[config.mk]
export PLATFORM = sky130hd
export DESIGN_NAME = store_commit_buffer_flat
export DESIGN_NICKNAME = d
export VERILOG_FILES = /design/src/rtl/store_commit_buffer_if.sv /design/src/rtl/store_commit_buffer.sv /design/src/flat_wrapper.sv
export SDC_FILE = /design/constraint.sdc
export NUM_CORES = 1
export LEC_CHECK = 0
export ABC_AREA = 1
export CORE_MARGIN = 1.5
export CORE_UTILIZATION = 35
export DETAILED_ROUTE_END_ITERATION = 10
export GPL_ROUTABILITY_DRIVEN = 0
export SLEW_MARGIN = 5
export SYNTH_ARGS = -nofsm -noshare
export SYNTH_HDL_FRONTEND = slang
export SYNTH_SLANG_ARGS = --single-unit
[constraint.sdc]
create_clock -name clk -period 7.4 [get_ports clk]
set_input_delay 1.11 -clock clk [delete_from_list [all_inputs] [get_ports clk]]
set_output_delay 1.11 -clock clk [all_outputs]
set_load 0.02 [all_outputs]
[src/rtl/store_commit_buffer_if.sv]
// rtl/store_commit_buffer_if.sv - commit and data-memory write bus of the store commit buffer
interface store_commit_buffer_if;
  // commit side (reorder buffer -> buffer)
  logic        commitValid;
  logic [31:0] commitAddr;
  logic [31:0] commitData;
  logic [2:0]  commitType;
  logic        full;
  // data-memory write side (buffer -> memory)
  logic        memReq;
  logic [31:0] memAddr;
  logic [31:0] memData;
  logic [3:0]  memByteEn;
  logic        memAck;

  // environment view: drives commits and acknowledges writes
  modport master (
    output commitValid, commitAddr, commitData, commitType, memAck,
    input  full, memReq, memAddr, memData, memByteEn
  );

  // buffer view
  modport slave (
    input  commitValid, commitAddr, commitData, commitType, memAck,
    output full, memReq, memAddr, memData, memByteEn
  );
endinterface

[src/rtl/store_commit_buffer.sv]
// rtl/store_commit_buffer.sv - in-order committed-store FIFO draining to data memory
module store_commit_buffer #(
  parameter int DEPTH = 4,
  parameter int PTR_W = 2
) (
  input  logic                 clk,
  input  logic                 rst_n,
  store_commit_buffer_if.slave bus,
  input  logic [31:0]          loadCheckAddr,
  output logic                 loadConflict,
  output logic                 empty,
  output logic                 errOverflow,
  output logic                 errMisalign
);

  typedef enum logic {IDLE, REQ} state_t;

  localparam logic [PTR_W:0] DEPTH_C = (PTR_W+1)'(DEPTH);

  state_t           state_q;
  logic [29:0]      addr_q [DEPTH];
  logic [31:0]      data_q [DEPTH];
  logic [3:0]       be_q   [DEPTH];
  logic [PTR_W-1:0] head_q;
  logic [PTR_W-1:0] tail_q;
  logic [PTR_W:0]   count_q;
  logic [PTR_W:0]   count_nxt;

  logic [1:0]  lane;
  logic        fmt_ok;
  logic [3:0]  fmt_be;
  logic [31:0] fmt_data;
  logic        enq;
  logic        pop;
  logic        unused_lca;

  assign lane       = bus.commitAddr[1:0];
  // the low byte-offset bits of a load never matter for a word-granular check
  assign unused_lca = ^loadCheckAddr[1:0];

  // Lane formatting of the incoming store and legality of its type/alignment
  always_comb begin
    fmt_ok   = 1'b0;
    fmt_be   = 4'b0000;
    fmt_data = bus.commitData;
    case (bus.commitType)
      3'b000: begin
        fmt_ok   = 1'b1;
        fmt_be   = 4'b0001 << lane;
        fmt_data = {4{bus.commitData[7:0]}};
      end
      3'b001: begin
        fmt_ok   = ~lane[0];
        fmt_be   = 4'b0011 << {lane[1], 1'b0};
        fmt_data = {2{bus.commitData[15:0]}};
      end
      3'b010: begin
        fmt_ok = (lane == 2'b00);
        fmt_be = 4'b1111;
      end
      default: ;
    endcase
  end

  // Enqueue is judged against the registered full flag, so a same-cycle pop never rescues a commit
  assign enq       = bus.commitValid && !bus.full && fmt_ok;
  assign pop       = (state_q == REQ) && bus.memAck;
  assign count_nxt = count_q + (PTR_W+1)'(enq) - (PTR_W+1)'(pop);

  // Entry storage; only occupancy is reset, payload contents are don't-care until written
  always_ff @(posedge clk) begin
    if (enq) begin
      addr_q[tail_q] <= bus.commitAddr[31:2];
      data_q[tail_q] <= fmt_data;
      be_q[tail_q]   <= fmt_be;
    end
  end

  // Pointers, occupancy flags, sticky errors and the drain state machine
  always_ff @(posedge clk) begin
    if (!rst_n) begin
      head_q        <= '0;
      tail_q        <= '0;
      count_q       <= '0;
      state_q       <= IDLE;
      bus.memReq    <= 1'b0;
      bus.memAddr   <= '0;
      bus.memData   <= '0;
      bus.memByteEn <= '0;
      bus.full      <= 1'b0;
      empty         <= 1'b1;
      errOverflow   <= 1'b0;
      errMisalign   <= 1'b0;
    end else begin
      if (enq) tail_q <= tail_q + PTR_W'(1);
      if (pop) head_q <= head_q + PTR_W'(1);
      count_q  <= count_nxt;
      bus.full <= (count_nxt == DEPTH_C);
      empty    <= (count_nxt == '0);

      if (bus.commitValid && bus.full)  errOverflow <= 1'b1;
      else if (bus.commitValid && !fmt_ok) errMisalign <= 1'b1;

      case (state_q)
        IDLE: begin
          // count_q excludes this cycle's enqueue, so a fresh entry waits one cycle
          if (count_q != '0) begin
            bus.memAddr   <= {addr_q[head_q], 2'b00};
            bus.memData   <= data_q[head_q];
            bus.memByteEn <= be_q[head_q];
            bus.memReq    <= 1'b1;
            state_q       <= REQ;
          end
        end
        REQ: begin
          // returning to IDLE on ack leaves a one-cycle bubble between writes
          if (bus.memAck) begin
            bus.memReq <= 1'b0;
            state_q    <= IDLE;
          end
        end
        default: state_q <= IDLE;
      endcase
    end
  end

  // Word-address match against every occupied slot, including the one being written out
  always_comb begin
    loadConflict = 1'b0;
    for (int i = 0; i < DEPTH; i++) begin
      if (({1'b0, PTR_W'(i) - head_q} < count_q) && (addr_q[i] == loadCheckAddr[31:2]))
        loadConflict = 1'b1;
    end
  end

endmodule

[src/flat_wrapper.sv]
// flat-port wrapper written by rule: the top's interface ports become plain ports
module store_commit_buffer_flat 
#(
  parameter int DEPTH = 4,
  parameter int PTR_W = 2
)
  (clk, rst_n, loadCheckAddr, loadConflict, empty, errOverflow, errMisalign, bus_commitValid, bus_commitAddr, bus_commitData, bus_commitType, bus_memAck, bus_full, bus_memReq, bus_memAddr, bus_memData, bus_memByteEn);
  store_commit_buffer_if bus_i ();
  input  logic clk;
  input  logic rst_n;
  input  logic [31:0] loadCheckAddr;
  output logic loadConflict;
  output logic empty;
  output logic errOverflow;
  output logic errMisalign;
  input wire logic [$bits(bus_i.commitValid)-1:0] bus_commitValid;
  input wire logic [$bits(bus_i.commitAddr)-1:0] bus_commitAddr;
  input wire logic [$bits(bus_i.commitData)-1:0] bus_commitData;
  input wire logic [$bits(bus_i.commitType)-1:0] bus_commitType;
  input wire logic [$bits(bus_i.memAck)-1:0] bus_memAck;
  output wire logic [$bits(bus_i.full)-1:0] bus_full;
  output wire logic [$bits(bus_i.memReq)-1:0] bus_memReq;
  output wire logic [$bits(bus_i.memAddr)-1:0] bus_memAddr;
  output wire logic [$bits(bus_i.memData)-1:0] bus_memData;
  output wire logic [$bits(bus_i.memByteEn)-1:0] bus_memByteEn;
  assign bus_i.commitValid = bus_commitValid;
  assign bus_i.commitAddr = bus_commitAddr;
  assign bus_i.commitData = bus_commitData;
  assign bus_i.commitType = bus_commitType;
  assign bus_i.memAck = bus_memAck;
  assign bus_full = bus_i.full;
  assign bus_memReq = bus_i.memReq;
  assign bus_memAddr = bus_i.memAddr;
  assign bus_memData = bus_i.memData;
  assign bus_memByteEn = bus_i.memByteEn;
  store_commit_buffer #(.DEPTH(DEPTH), .PTR_W(PTR_W)) u_core (.clk(clk), .rst_n(rst_n), .bus(bus_i), .loadCheckAddr(loadCheckAddr), .loadConflict(loadConflict), .empty(empty), .errOverflow(errOverflow), .errMisalign(errMisalign));
endmodule
==> run summary <==
outcome: complete, no violations
Final nets: 1642
routed wire length per instance: 19.7 um
Max clock buf depth: 3
worst-case vdd ir drop: 0.180 mV
hold_buf cts: 0
CTS tree: built
average size of a mapped cell: 10.7 sq um
most frequent cell after synthesis: nand2_1
sw frac: 30.0%
Pint: 3770 uW
post-synth top area share: 54.6%
non-filler cells, final: 2091
Mapped Area: 14500 sq um
clock sink count: 343
Slew headroom: 25.4%
core area: 40800 sq um
Root Driver: clkbuf_16
Clock Skews: 9.18 ps
clk slew on worst S/H paths: 60 ps
sequential share of the synthesized area: 65.5%
I/O Pins: 177
P_sw: 1610 uW
largest net degree at the start of global routing: 89
commonest cells in the synthesized netlist: nand2_1 (339), edfxtp_1 (264), inv_1 (138)
post-synth cell types: 30
fin util: 44.0%
Detailed Route WL: 41.2 mm
Seq pwr share: 43.9%
via/cell ratio: 5.11
Logic pwr share: 23.1%
Synth Flop Type: edfxtp_1
TNS Setup: 0 ps
CTS resizes: 0
antenna violations before repair: 2
Synth-to-Final Area Change: 23.7%
critical path type: input pin to output pin
DP HPWL: 25.7 mm
initial core utilization: 35.5%
Post CTS Setup Buffer Count: 0
number of global-route vias before repair: 10700
DRC Markers: 0
FF+latch count, synth: 343
total track usage: 19.4%
# port buffers: 172
fin crit share: 60.1%
antenna-violating nets left: 0
Synth area leaders: edfxtp_1 (55%), dfxtp_1 (11%), nand2_1 (8.8%)
Leak: 0.00668 uW
asr flop ratio synth: 0%
Final setup violation count: 0
Tot Pwr: 5380 uW
routed vias: 10700
CP Capture Type: output pin
hold_ws: 472 ps
CP required: 6290 ps
Synth Warn #: 0
# H-tree levels: 2
cell taking the most area after synthesis: edfxtp_1
Gate Count Post-Synth: 1361
# Max-Cap Violations: 0
Max Freq: 225 MHz
Die Wd: 207 um
WP data arrival: 3340 ps
Die Y-Extent: 207 um
Worst Tran Pin Value: 1120 ps
EDFF count, synth: 264
Fill cells: 3830
Final Hold Vio Count: 0
remaining global-route overflow: 0
HP Class: flop to flop
Die ar.: 42700 sq um
clock share of power: 33.0%
pwr dens: 300 nW/um^2
Skew-Pair Late Insertion Delay: 530 ps
Max Slew Vio Count: 0
total CTS buffers: 38
CP Max Fanout: 5
Placed Cells: 2020
Iter 0 DRT Violations: 762
layout cells sized above 1: 5.46%
unrepaired setup endpoints after global routing: false
first-pass GRT wire length: 61.7 mm
First-pass DRT Iterations: 5
Setup crit start kind: input pin
fin crit period: 4450 ps
FP Rows: 74
through the flow:
stage	cell area [sq um]	worst slack [ps]
floorplan	14500	2410
global placement	16800	2810
detailed placement	16800	2730
CTS	18000	2900
global route	18000	2750
finish	18000	2950
worst max-delay path, stage by stage:
cell	delay, ps
clkdlybuf4s50_1	600
inv_1	130
nand2_1	80
nand2_1	50
nor2_1	80
nand2_1	60
nor2_1	250
nand3_1	130
nor2_1	100
nor2_1	40
nand2_1	90
clkdlybuf4s50_1	610
state kept, by name (all words and copies together) (netlist names):
register              cells
u_core.addr_q           120
u_core.bus.full           1
u_core.errMisalign        1
u_core.count_q            3
u_core.empty              1
u_core.be_q              16
u_core.bus.memAddr       30
u_core.bus.memData       32
u_core.state_q            1
u_core.head_q             2
u_core.bus.memByteEn      4
u_core.tail_q             2
u_core.bus.memReq         1
u_core.data_q           128
u_core.errOverflow        1
area by class of cell:
cell class                      count  area, sq um  share of cell area, %
Sequential cell                   343         9510                   53.0
Antenna cell                        1         2.50                 0.0139
Tap cell                          532          666                   3.71
Inverter                          140          528                   2.94
Timing Repair Buffer              185         1810                   10.1
Clock buffer                       57         1120                   6.21
Clock inverter                     13         62.6                  0.348
Multi-Input combinational cell    820         4260                   23.7
worst paths after layout:
| check | to | from | slack [ps] | depth (start not counted) |
|---|---|---|---|---|
| worst max-delay path | loadConflict | loadCheckAddr[11] | 2950 | 12 |
| worst min-delay path | u_core.errMisalign | u_core.errMisalign | 470 | 1 |
| worst max register to register | u_core.bus.memAddr[8] | u_core.head_q[0] | 4500 | 6 |
| worst min register to register | u_core.errMisalign | u_core.errMisalign | 470 | 1 |
power by group through the flow:
stage               combinational (uW)  clock (uW)  sequential (uW)
detailed placement                1260           0             2400
finish                            1240        1780             2360
CTS                               1260        1820             2360
global route                      1370        1890             2380
floorplan                          578           0             2520
global placement                  1240           0             2400
cells by family (layout without fill, tap and decap cells):
family,after synthesis,count (layout),share of synthesized area [%]
AO/OA/AOI/OAI,274,274,12.2
AND/OR/NAND/NOR,497,497,13.7
buffers and inverters,199,395,5.44
flip-flops,343,343,65.5
XOR/XNOR,36,36,2.17
other,1,3,0.0258
adder cells (fa/ha/maj),11,11,1.00
layout by cell type (no fill, tap or decap), types with 6 or more instances in the layout:
master           instances
dfxtp_1                 78
a41oi_1                 38
nor2_4                   6
nand3_1                 57
clkbuf_1                13
xnor2_1                 16
a21oi_1                 40
edfxtp_1               264
clkinv_2                 8
nand2_1                339
buf_4                   13
inv_1                  137
o21ai_0                 99
clkbuf_16               41
nand4_1                  6
ha_1                    10
a221oi_1                28
nor2_1                  75
xor2_1                  20
o22ai_1                 22
o211ai_1                 6
clkdlybuf4s50_1        171
a22oi_1                 38
metal layers:
metal	global-route usage, %	wire, um	vias to the layer above
met5	0	8	-
met4	6.47	1050	2
met3	3.11	2500	67
met2	33.0	20100	385
met1	25.1	17600	5138
li1	-	-	5086
Power figures use the tool's default switching activity.
